<file path="src/rtl/dmem_port_arbiter_if.sv">
// Bundle of the CPU port, DMA port and data-memory bus shared by dmem_port_arbiter.
// slave = arbiter side, master = requesters plus the memory.
interface dmem_port_arbiter_if #(
  parameter int ADDR_W = 12,
  parameter int DATA_W = 32
);
  // Handshake semantics:
  // - CPU: an access presented with cpu_req is taken in the same cycle unless
  //   cpu_stall is high, in which case it is re-presented unchanged.
  // - DMA: dma_req and its fields stay stable until a cycle with dma_gnt high;
  //   that cycle is the transfer.
  // - Reads: the read returns exactly one cycle after the transfer, on the
  //   owner's rvalid. Writes return nothing.
  logic              cpu_req;
  logic              cpu_wren;
  logic [ADDR_W-1:0] cpu_addr;
  logic [DATA_W-1:0] cpu_wdata;
  logic              cpu_stall;
  logic              cpu_rvalid;
  logic [DATA_W-1:0] cpu_rdata;

  logic              dma_req;
  logic              dma_wren;
  logic [ADDR_W-1:0] dma_addr;
  logic [DATA_W-1:0] dma_wdata;
  logic              dma_gnt;
  logic              dma_rvalid;
  logic [DATA_W-1:0] dma_rdata;

  logic [ADDR_W-1:0] address_dmem;
  logic [DATA_W-1:0] data_dmem;
  logic              wren_dmem;
  logic [DATA_W-1:0] q_dmem;

  modport slave (
    input  cpu_req, cpu_wren, cpu_addr, cpu_wdata,
    output cpu_stall, cpu_rvalid, cpu_rdata,
    input  dma_req, dma_wren, dma_addr, dma_wdata,
    output dma_gnt, dma_rvalid, dma_rdata,
    output address_dmem, data_dmem, wren_dmem,
    input  q_dmem
  );

  modport master (
    output cpu_req, cpu_wren, cpu_addr, cpu_wdata,
    input  cpu_stall, cpu_rvalid, cpu_rdata,
    output dma_req, dma_wren, dma_addr, dma_wdata,
    input  dma_gnt, dma_rvalid, dma_rdata,
    input  address_dmem, data_dmem, wren_dmem,
    output q_dmem
  );
endinterface

</file>
<file path="src/rtl/dmem_port_arbiter.sv">
// Single-port dmem arbiter between the CPU MEM stage and a DMA requester.
// CPU has priority; the DMA is forced through after MAX_WAIT denied cycles.
module dmem_port_arbiter #(
  parameter int ADDR_W   = 12,
  parameter int DATA_W   = 32,
  parameter int MAX_WAIT = 4
) (
  input  logic                             clock,
  input  logic                             reset,
  dmem_port_arbiter_if.slave               bus,
  output logic [$clog2(MAX_WAIT+1)-1:0]    wait_cnt,
  output logic [1:0]                       rsp_state
);

  localparam int WAIT_W = $clog2(MAX_WAIT + 1);

  typedef enum logic [1:0] {
    OWN_NONE = 2'd0,
    OWN_CPU  = 2'd1,
    OWN_DMA  = 2'd2
  } owner_e;

  owner_e grant;
  owner_e rsp_owner;
  owner_e rsp_next;
  logic   dma_forced;

  assign dma_forced = (wait_cnt == WAIT_W'(MAX_WAIT));

  // Reset masks every grant so no write reaches the memory during reset.
  always_comb begin
    grant = OWN_NONE;
    if (!reset) begin
      if (bus.dma_req && dma_forced) grant = OWN_DMA;
      else if (bus.cpu_req)          grant = OWN_CPU;
      else if (bus.dma_req)          grant = OWN_DMA;
    end
  end

  always_comb begin
    bus.address_dmem = bus.cpu_addr;
    bus.data_dmem    = bus.cpu_wdata;
    bus.wren_dmem    = 1'b0;
    case (grant)
      OWN_CPU: begin
        bus.wren_dmem = bus.cpu_wren;
      end
      OWN_DMA: begin
        bus.address_dmem = bus.dma_addr;
        bus.data_dmem    = bus.dma_wdata;
        bus.wren_dmem    = bus.dma_wren;
      end
      default: ;
    endcase
  end

  assign bus.dma_gnt   = (grant == OWN_DMA);
  assign bus.cpu_stall = bus.cpu_req && (grant == OWN_DMA);

  // Starvation counter: counts consecutive denied DMA cycles, saturating.
  always_ff @(posedge clock) begin
    if (reset) begin
      wait_cnt <= '0;
    end else if (!bus.dma_req || bus.dma_gnt) begin
      wait_cnt <= '0;
    end else if (!dma_forced) begin
      wait_cnt <= wait_cnt + WAIT_W'(1);
    end
  end

  // Response-owner FSM: state register.
  always_ff @(posedge clock) begin
    if (reset) rsp_owner <= OWN_NONE;
    else       rsp_owner <= rsp_next;
  end

  // Response-owner FSM: next state follows the granted read, if any.
  always_comb begin
    rsp_next = OWN_NONE;
    case (grant)
      OWN_CPU: if (!bus.cpu_wren) rsp_next = OWN_CPU;
      OWN_DMA: if (!bus.dma_wren) rsp_next = OWN_DMA;
      default: ;
    endcase
  end

  // Response-owner FSM: outputs. A response still in flight when reset
  // arrives is dropped rather than delivered.
  always_comb begin
    bus.cpu_rvalid = (rsp_owner == OWN_CPU) && !reset;
    bus.dma_rvalid = (rsp_owner == OWN_DMA) && !reset;
    bus.cpu_rdata  = bus.q_dmem;
    bus.dma_rdata  = bus.q_dmem;
  end

  assign rsp_state = rsp_owner;

endmodule

</file>
<file path="src/flat_wrapper.sv">
// flat-port wrapper written by rule: the top's interface ports become plain ports
module dmem_port_arbiter_flat 
#(
  parameter int ADDR_W   = 12,
  parameter int DATA_W   = 32,
  parameter int MAX_WAIT = 4
)
  (clock, reset, wait_cnt, rsp_state, bus_cpu_req, bus_cpu_wren, bus_cpu_addr, bus_cpu_wdata, bus_cpu_stall, bus_cpu_rvalid, bus_cpu_rdata, bus_dma_req, bus_dma_wren, bus_dma_addr, bus_dma_wdata, bus_dma_gnt, bus_dma_rvalid, bus_dma_rdata, bus_address_dmem, bus_data_dmem, bus_wren_dmem, bus_q_dmem);
  dmem_port_arbiter_if #(.ADDR_W(ADDR_W), .DATA_W(DATA_W)) bus_i ();
  input  logic clock;
  input  logic reset;
  output logic [$clog2(MAX_WAIT+1)-1:0] wait_cnt;
  output logic [1:0] rsp_state;
  input wire logic [$bits(bus_i.cpu_req)-1:0] bus_cpu_req;
  input wire logic [$bits(bus_i.cpu_wren)-1:0] bus_cpu_wren;
  input wire logic [$bits(bus_i.cpu_addr)-1:0] bus_cpu_addr;
  input wire logic [$bits(bus_i.cpu_wdata)-1:0] bus_cpu_wdata;
  output wire logic [$bits(bus_i.cpu_stall)-1:0] bus_cpu_stall;
  output wire logic [$bits(bus_i.cpu_rvalid)-1:0] bus_cpu_rvalid;
  output wire logic [$bits(bus_i.cpu_rdata)-1:0] bus_cpu_rdata;
  input wire logic [$bits(bus_i.dma_req)-1:0] bus_dma_req;
  input wire logic [$bits(bus_i.dma_wren)-1:0] bus_dma_wren;
  input wire logic [$bits(bus_i.dma_addr)-1:0] bus_dma_addr;
  input wire logic [$bits(bus_i.dma_wdata)-1:0] bus_dma_wdata;
  output wire logic [$bits(bus_i.dma_gnt)-1:0] bus_dma_gnt;
  output wire logic [$bits(bus_i.dma_rvalid)-1:0] bus_dma_rvalid;
  output wire logic [$bits(bus_i.dma_rdata)-1:0] bus_dma_rdata;
  output wire logic [$bits(bus_i.address_dmem)-1:0] bus_address_dmem;
  output wire logic [$bits(bus_i.data_dmem)-1:0] bus_data_dmem;
  output wire logic [$bits(bus_i.wren_dmem)-1:0] bus_wren_dmem;
  input wire logic [$bits(bus_i.q_dmem)-1:0] bus_q_dmem;
  assign bus_i.cpu_req = bus_cpu_req;
  assign bus_i.cpu_wren = bus_cpu_wren;
  assign bus_i.cpu_addr = bus_cpu_addr;
  assign bus_i.cpu_wdata = bus_cpu_wdata;
  assign bus_cpu_stall = bus_i.cpu_stall;
  assign bus_cpu_rvalid = bus_i.cpu_rvalid;
  assign bus_cpu_rdata = bus_i.cpu_rdata;
  assign bus_i.dma_req = bus_dma_req;
  assign bus_i.dma_wren = bus_dma_wren;
  assign bus_i.dma_addr = bus_dma_addr;
  assign bus_i.dma_wdata = bus_dma_wdata;
  assign bus_dma_gnt = bus_i.dma_gnt;
  assign bus_dma_rvalid = bus_i.dma_rvalid;
  assign bus_dma_rdata = bus_i.dma_rdata;
  assign bus_address_dmem = bus_i.address_dmem;
  assign bus_data_dmem = bus_i.data_dmem;
  assign bus_wren_dmem = bus_i.wren_dmem;
  assign bus_i.q_dmem = bus_q_dmem;
  dmem_port_arbiter #(.ADDR_W(ADDR_W), .DATA_W(DATA_W), .MAX_WAIT(MAX_WAIT)) u_core (.clock(clock), .reset(reset), .bus(bus_i), .wait_cnt(wait_cnt), .rsp_state(rsp_state));
endmodule
</file>
<file path="config.mk">
export PLATFORM = sky130hd
export DESIGN_NAME = dmem_port_arbiter_flat
export DESIGN_NICKNAME = d
export VERILOG_FILES = /design/src/rtl/dmem_port_arbiter_if.sv /design/src/rtl/dmem_port_arbiter.sv /design/src/flat_wrapper.sv
export SDC_FILE = /design/constraint.sdc
export NUM_CORES = 1
export LEC_CHECK = 0
export BUFFER_PORTS_ARGS = -buffer_cell sky130_fd_sc_hd__buf_2
export CELL_PAD_IN_SITES_DETAIL_PLACEMENT = 0
export CELL_PAD_IN_SITES_GLOBAL_PLACEMENT = 1
export CORE_MARGIN = 5
export CORE_UTILIZATION = 15
export CTS_BUF_LIST = sky130_fd_sc_hd__clkbuf_16
export DETAILED_ROUTE_END_ITERATION = 16
export GPL_TIMING_DRIVEN = 0
export PLACE_DENSITY = 0.85
export SETUP_SLACK_MARGIN = 0.05
export SLEW_MARGIN = 25
export SYNTH_ARGS = -nofsm -noshare
export SYNTH_HDL_FRONTEND = slang
export SYNTH_SLANG_ARGS = --single-unit
</file>
<file path="constraint.sdc">
create_clock -name clock -period 2.45 [get_ports clock]
set_input_delay 0.1225 -clock clock [delete_from_list [all_inputs] [get_ports clock]]
set_output_delay 0.1225 -clock clock [all_outputs]
set_load 0.01 [all_outputs]
</file>
[After elaboration in Yosys (flattened, before gate mapping)]
Cells that the tools add are included.
Storage, ports and cells
  flip-flop bits (word level): 5
Cells by class
  $add $sub $neg: 1
  equal/unequal tests: 5
  muxes and demuxes: 10
  reduce and logical (&&, ||, !) cells: 8
Operators with widths (number)
  2-to-1 mux 32 bit: 1
  2-to-1 mux 12 bit: 1
  2-to-1 mux 2 bit: 5
  == test 2 x 1 -> 1 bit (second input constant): 2
  == test 2 bit (second input constant): 2
  logical AND 1 bit: 4
  case mux 2 bit (2 select lines): 1
  adder 3 x 1 -> 3 bit (second input constant): 1
  == test 3 bit (second input constant): 1
  zero test 1 bit: 2
  case mux 1 bit (2 select lines): 1
  OR reduction 2 bit: 1
  logical OR 1 bit: 1
  2-to-1 mux 1 bit: 1

[Logic depth before layout (Yosys ltp)]
Gate-level depths: netlist (run 1).
  depth after elaboration: 7
  depth in mapped cells: 9

[Least setup slack after synthesis (run 1)]
No wires, ideal clock.
  path kind: reg-to-output
  from: reg u_core.wait_cnt[0]
  to: out bus_data_dmem[14]
  data arrival time: 1.881 ns
  data required time: 2.328 ns
  setup slack: 0.446 ns
  cell stages (with the launch flop): 9
  cell sequence: dfxtp_1 > inv_1 > ha_1 > nand2_1 > a21oi_1 > ha_1 > buf_6 > buf_2 > mux2_2
Between the ends
  longest elaborated chain between the ends: 6
Ends and longest elaborated chain
  from (decl): line dmem_port_arbiter.sv:11  | output logic [$clog2(MAX_WAIT+1)-1:0] wait_cnt,
  from (signal assigned): line dmem_port_arbiter.sv:67  | wait_cnt <= wait_cnt + WAIT_W'(1);
  == test 3 bit: line dmem_port_arbiter.sv:28  | assign dma_forced = (wait_cnt == WAIT_W'(MAX_WAIT));
  logical AND 1 bit: line dmem_port_arbiter.sv:34  | if (bus.dma_req && dma_forced) grant = OWN_DMA;
  2-to-1 mux 2 bit: line dmem_port_arbiter.sv:34
  2-to-1 mux 2 bit: line dmem_port_arbiter.sv:33  | if (!reset) begin
  == test 2 bit
  named net bus_dma_gnt: line flat_wrapper.sv:25  | output wire logic [$bits(bus_i.dma_gnt)-1:0] bus_dma_gnt;
  2-to-1 mux 32 bit: line dmem_port_arbiter.sv:44  | case (grant)
  to (decl): line flat_wrapper.sv:29  | output wire logic [$bits(bus_i.data_dmem)-1:0] bus_data_dmem;
The timed path passes the listed nets, and every way through them passes these cells.

[Worst setup path in the final report (run 1)]
  from: reg u_core.wait_cnt[0]
  to: out bus_data_dmem[23]
Between the ends
  longest elaborated chain between the ends: 6
Ends and longest elaborated chain (line)
  == test 3 bit: dmem_port_arbiter.sv:28
  logical AND 1 bit: dmem_port_arbiter.sv:34
  2-to-1 mux 2 bit: dmem_port_arbiter.sv:34
  2-to-1 mux 2 bit: dmem_port_arbiter.sv:33
  == test 2 bit: dmem_port_arbiter.sv:44
  2-to-1 mux 32 bit: dmem_port_arbiter.sv:44
No other way between the ends.

==> results.json, run 1 <==
{
  "outcome": "complete, no violations",
  "r2r-end": "u_core.wait_cnt[2]",
  "postCtsHoldBufs": 0,
  "critPathLaunchType": "flop",
  "cts_tree": "done",
  "num_io_pins": 244,
  "fp.dieH_um": 104.3,
  "syn_avg_cell_area_um2": 8.943,
  "io_buffers": 211,
  "overflow": 0,
  "place_area_um2": 2524,
  "power_density_nw_per_um2": 288.2,
  "cts_num_sinks": 5,
  "synth.area.mux_share_pct": 37.18,
  "numCtsBuffers": 3,
  "top_layer": "met4",
  "wl_per_cell_um": 11.63,
  "finalSetupViolCount": 0,
  "synthTopCellsByCount": "buf_4 (64), mux2_2 (44), dfxtp_1 (5)",
  "ctsRootBufferMaster": "clkbuf_16",
  "hpwl_mm": 5.017,
  "end_kind": "primary output",
  "max-slew-margin-rel_pct": 84.14,
  "tightestPinTransition_ns": 0.2379,
  "holdPathStages": 2,
  "clk_latency_ns": 0.23,
  "rr_startpoint": "u_core.wait_cnt[0]",
  "grt_max_degree": 11,
  "h-tree-depth": 1,
  "syn-cell-area_um2": 1333,
  "drive_gt1_share_pct": 91.76,
  "worstSetupPathType": "reg -> out",
  "min_period_ns": 2.238,
  "leakagePower_uw": 0.001523,
  "dr_wl_met2_mm": 2.844,
  "hp-class": "in -> reg",
  "synthesis.instances": 149,
  "synth-seq-area-share_pct": 7.512,
  "grt_usage_pct": 8.815,
  "synth-edff-count": 0,
  "synth.most_common_cell": "buf_4",
  "power_uw": 763.3,
  "synth-xor-area-share_pct": 0,
  "cp-endpoint": "bus_data_dmem[23]",
  "synth_nets": 279,
  "synth_area_leader_cell": "mux2_2",
  "synthArstFlopShare_pct": 0,
  "drc": 0,
  "final_util_pct": 30.52,
  "synth_top_flop_cell": "dfxtp_1",
  "ys_seq_elements": 5,
  "yosys-top-cells-area": "mux2_2 (37%), buf_4 (36%), dfxtp_1 (7.5%)",
  "clk_pin_slew_ns": 0.03,
  "met3_length_um": 727,
  "vias_per_cell": 3.678,
  "met1_length_mm": 1.880,
  "first_pass_iters": 4,
  "antenna_found_initial": 0,
  "crit_required_ns": 2.33,
  "area_growth_pct": 98.78,
  "nNetsFinal": 495,
  "rows": 34,
  "maxCapViolations": 0,
  "yosys.area_share.adder_pct": 3.756,
  "drv_slew": 0,
  "r2r_setup_slack_ns": 0.55,
  "reg2reg_depth": 8,
  "die_area_um2": 10870,
  "drt_iter0_markers": 41,
  "hold_viol": 0,
  "timing.final.crit_share_pct": 91.33,
  "synth_top_area_share_pct": 37.18,
  "synth_top_family_by_area": "buffers and inverters",
  "ys_types": 23,
  "synth_compound_area_share_pct": 3.568,
  "grt_pass1_vias": 1843,
  "antenna_cells": 0,
  "worstPathMaxFanout": 10,
  "design_area_um2": 2649,
  "gp_congestion": 0.7358,
  "finalSetupTns_ns": 0,
  "core_area_um2": 8678,
  "synthesis.yosys.warnings": 0,
  "postRouteAntennaNets": 0,
  "grt_pass1_wl_mm": 8.355,
  "vias": 1736,
  "drt-total-wl_mm": 5.491,
  "dieWidth_um": 104.3,
  "rsz0062_at_grt": "false",
  "ir_worst_vdd_v": 0.0005298,
  "fin_skew_ns": 0.001609,
  "synth_simple_gate_area_share_pct": 8.732,
  "fmax_ghz": 0.4469,
  "arrival_ns": 2.12,
  "clockBufferDepth": 2,
  "initial_core_util_pct": 15.35,
  "cp-startpoint": "u_core.wait_cnt[0]",
  "hold_ws_ns": 0.07814
}
## report_power, final
part | total (uW) | switching [uW] | internal (uW)
Clock | 265 | 53.3 | 211
Combinational | 412 | 163 | 249
Sequential | 86.3 | 2.21 | 84.1
Total | 763 | 219 | 545
## state kept, by name (all words and copies together) (netlist names)
signal	flops
u_core.wait_cnt	3
u_core.rsp_state	2
## layout by cell type (no fill, tap or decap), drive strengths merged, types with 3 or more instances in the layout
cell type / netlist / routed
buf: 69 / 280
mux2: 44 / 44
dfxtp: 5 / 5
clkbuf: 1 / 4
ha: 4 / 4
inv: 2 / 3
nand3: 3 / 3
nor3b: 3 / 3
a21oi: 3 / 3
## layout make-up
| type | instances | area [um2] |
|---|---|---|
| Multi-Input combinational cell | 72 | 738.2 |
| Tap cell | 108 | 135.1 |
| Clock buffer | 3 | 75.07 |
| Clock inverter | 1 | 3.754 |
| Buffer | 70 | 533.0 |
| Inverter | 2 | 7.507 |
| Sequential cell | 5 | 100.1 |
| Timing Repair Buffer | 211 | 1056 |
| Fill cell | 924 | 6030 |
## per-stage QoR
| step | setup slack [ns] | instances |
|---|---|---|
| after CTS | 0.06829 | 472 |
| after detailed placement | 0.1104 | 468 |
| after floorplan | 0.4461 | 149 |
| final | 0.2125 | 472 |
| after global routing | 0.07025 | 472 |
| after global placement | 0.1821 | 468 |
## critical path: stages (launching register included)
cell and delay (ns):
dfxtp_1 0.33, inv_1 0.11, ha_4 0.17, nand2_1 0.09, a21oi_2 0.20, ha_4 0.19, buf_8 0.15, buf_6 0.15
mux2_2 0.35, buf_2 0.14
## how the worst min path moves through the flow
| stage | from | end | slack, ns |
|---|---|---|---|
| 5_1_grt | bus_dma_wren | u_core.rsp_state[1] | 0.08 |
| 2_1_floorplan | reset | u_core.rsp_state[1] | 0.20 |
| 3_3_place_gp | bus_cpu_wren | u_core.rsp_state[0] | 0.30 |
| 6_report | bus_cpu_wren | u_core.rsp_state[0] | 0.08 |
| 3_5_place_dp | bus_dma_wren | u_core.rsp_state[1] | 0.31 |
| 4_1_cts | bus_cpu_wren | u_core.rsp_state[0] | 0.07 |
## cell families after synthesis
kind of cell               Yosys count
and+or+nand+nor                     17
adders and majority gates            4
AOI/OAI and AO/OA                    7
buffers and inverters               72
muxes                               44
DFF                                  5
## per-layer routing
| metal | track usage [%] | up-vias |
|---|---|---|
| li1 | - | 875 |
| met1 | 9.165 | 742 |
| met2 | 16.44 | 115 |
| met3 | 3.600 | 4 |
| met4 | 1.943 | 0 |
| met5 | 0 | - |
## what timing repair did
item / in CTS / in global routing
endpoints found under the hold margin: 0 / 0
gates resized for setup: 6 / 6
pin swaps: 1 / 1
buffers inserted: 0 / 0
setup endpoints to repair: 29 / 37
(Power assumes the default switching activity.)
==> inputs of run 2 (changes only) <==
HOLD_SLACK_MARGIN = 0.15   (was not set)
PLACE_DENSITY = 0.89   (was 0.85)
==> run 2 against run 1 <==
  * Non-clock buffer count increased by 3
  * Clock-buffer cell count is the same
  * First-iteration DRC count is 15% lower
  * Global-route usage rose by 0.20 points
  * Routed wire length up 1.8%
  * Clock skew down 0.00064 ns
  * Clock power hardly changed
  * Worst setup slack worse by 0.019 ns
  * Via count rose by 0.92%
  * Critical path depth unchanged
  * Maximum frequency fell by 0.85%
  * Combinational power is essentially flat
==> results.json, run 2 (synthesis gave the netlist of run 1 again) <==
{
  "outcome": "complete, no violations",
  "drv_slew": 0,
  "largest_reg_flops": 3,
  "rr_startpoint": "u_core.wait_cnt[0]",
  "grt_pass1_vias": 1799,
  "crit_path_top_delay_cell": "dfxtp_1",
  "design_area_um2": 2665,
  "area_growth_pct": 100.0,
  "largest_register": "u_core.wait_cnt",
  "tightestPinTransition_ns": 0.2847,
  "fp.dieH_um": 104.3,
  "grt_usage_pct": 9.011,
  "end_kind": "primary output",
  "max-slew-margin-rel_pct": 81.02,
  "r2r-end": "u_core.wait_cnt[2]",
  "crit_required_ns": 2.33,
  "critPathLaunchType": "flop",
  "worstSetupPathType": "reg -> out",
  "antenna_found_initial": 0,
  "vias_per_cell": 3.688,
  "holdPathEnd": "u_core.rsp_state[1]",
  "hpwl_mm": 5.209,
  "fin_skew_ns": 0.0009715,
  "final_common_cell": "buf_2",
  "leakagePower_uw": 0.001531,
  "overflow": 0,
  "maxCapViolations": 0,
  "final_cell_mix": "buf_2 (213), buf_4 (65), mux2_2 (44)",
  "critPathMaxStageDelay_ns": 0.34,
  "postRouteAntennaNets": 0,
  "combPwrFrac_pct": 54.0,
  "power_density_nw_per_um2": 286.8,
  "timing.final.crit_share_pct": 92.11,
  "hp-class": "in -> reg",
  "arrival_ns": 2.13,
  "die_area_um2": 10870,
  "num_io_pins": 244,
  "nNetsFinal": 498,
  "vias": 1752,
  "h-tree-depth": 1,
  "p_sw_share_pct": 28.59,
  "holdPathStages": 2,
  "rsz0062_at_grt": "false",
  "io_buffers": 211,
  "gp_congestion": 0.7604,
  "ir_worst_vdd_v": 0.0004743,
  "fmax_ghz": 0.4431,
  "clk_latency_ns": 0.23,
  "numCtsBuffers": 3,
  "clock_power_share_pct": 34.7,
  "place_area_um2": 2524,
  "dieWidth_um": 104.3,
  "r2r_setup_slack_ns": 0.53,
  "grt_max_degree": 11,
  "initial_core_util_pct": 15.35,
  "hold_viol": 0,
  "ctsRootBufferMaster": "clkbuf_16",
  "p_int_uw": 545.8,
  "drt-total-wl_mm": 5.592,
  "reg2reg_depth": 8,
  "antenna_cells": 0,
  "cts_num_sinks": 5,
  "wl_per_cell_um": 11.77,
  "finalSetupTns_ns": 0,
  "cts_tree": "done",
  "first_pass_iters": 4,
  "drt_iter0_markers": 35,
  "path_cells": "inv_1 > ha_2 > nand2_1 > a21oi_2 > ha_4 > buf_8 > buf_6 > mux2_2 > buf_2",
  "p_sw_uw": 218.5,
  "drive_gt1_share_pct": 91.01,
  "clk_pin_slew_ns": 0.03,
  "drc": 0,
  "clockBufferDepth": 2,
  "min_period_ns": 2.257,
  "worstPathMaxFanout": 10,
  "min-delay-start": "reset",
  "core_area_um2": 8678,
  "finalSetupViolCount": 0,
  "rows": 34,
  "p_seq_share_pct": 11.3,
  "grt_pass1_wl_mm": 8.431
}
## run 2: changes by cell type in the layout (fill, tap and decap cells not counted)
cell	delta
ha_2	+1
clkbuf_1	+1
dlygate4sd3_1	+2
buf_4	+1
clkbuf_2	-1
ha_4	-1
## run 2: per-layer routing
metal / vias up / part of all wire (%) / GRT usage, % / routed length, um
li1: 878 / - / - / -
met1: 756 / 30 / 7.907 / 1674
met2: 116 / 55 / 17.90 / 3062
met3: 2 / 15 / 5.152 / 840
met4: 0 / 0.25 / 1.203 / 14
met5: - / 0 / 0 / 0
## run 2: final cells by class
type / instances / area (um2)
Clock buffer: 3 / 75.07
Inverter: 2 / 7.507
Clock inverter: 1 / 3.754
Multi-Input combinational cell: 72 / 728.2
Tap cell: 108 / 135.1
Sequential cell: 5 / 100.1
Timing Repair Buffer: 214 / 1084
Fill cell: 924 / 6013
Buffer: 70 / 531.8
## run 2: power groups by stage
stage | logic [uW] | clock network, uW | registers, uW
after global routing | 451 | 276 | 86.6
final | 413 | 265 | 86.3
after floorplan | 222 | 0 | 88.2
after detailed placement | 412 | 0 | 87.5
after CTS | 419 | 270 | 86.4
after global placement | 407 | 0 | 87.4
## run 2: how the worst max path moves through the flow
stage / startpoint / endpoint / slack (ns) / cells after the start
finish: u_core.wait_cnt[0] / bus_data_dmem[24] / 0.19 / 9
global route: u_core.wait_cnt[0] / bus_data_dmem[24] / 0.05 / 9
CTS: u_core.wait_cnt[0] / bus_data_dmem[24] / 0.07 / 9
detailed placement: u_core.wait_cnt[0] / bus_data_dmem[24] / 0.13 / 9
global placement: u_core.wait_cnt[0] / bus_data_dmem[24] / 0.19 / 9
floorplan: u_core.wait_cnt[0] / bus_data_dmem[14] / 0.45 / 8
## run 2: stage by stage
stage | util (%) | setup slack (ns) | total power (uW) | hold WS [ns] | std cells
6_report | 30.71 | 0.1934 | 764.3 | 0.1685 | 475
3_3_place_gp | 29.08 | 0.1914 | 494.1 | 0.3061 | 468
3_5_place_dp | 29.08 | 0.1300 | 499.5 | 0.3081 | 468
2_1_floorplan | - | 0.4461 | 309.8 | 0.1976 | 149
5_1_grt | 30.71 | 0.05244 | 814.2 | 0.1881 | 475
4_1_cts | 30.51 | 0.07253 | 775.5 | 0.1677 | 475
## run 2: timing repair
action	CTS	global route
resized for setup	6	3
hold buffers	2	0
setup buffers	1	0
endpoints found under the hold margin	2	0
pin swaps	1	1
setup endpoints to repair	27	37
## run 2: critical path: cells and delay by family, from the launching register on
kind | cells | cell delay [ns]
muxes | 1 | 0.34
and+or+nand+nor | 1 | 0.10
adders and majority gates | 2 | 0.41
AOI/OAI and AO/OA | 1 | 0.19
DFF | 1 | 0.34
buffers and inverters | 4 | 0.52
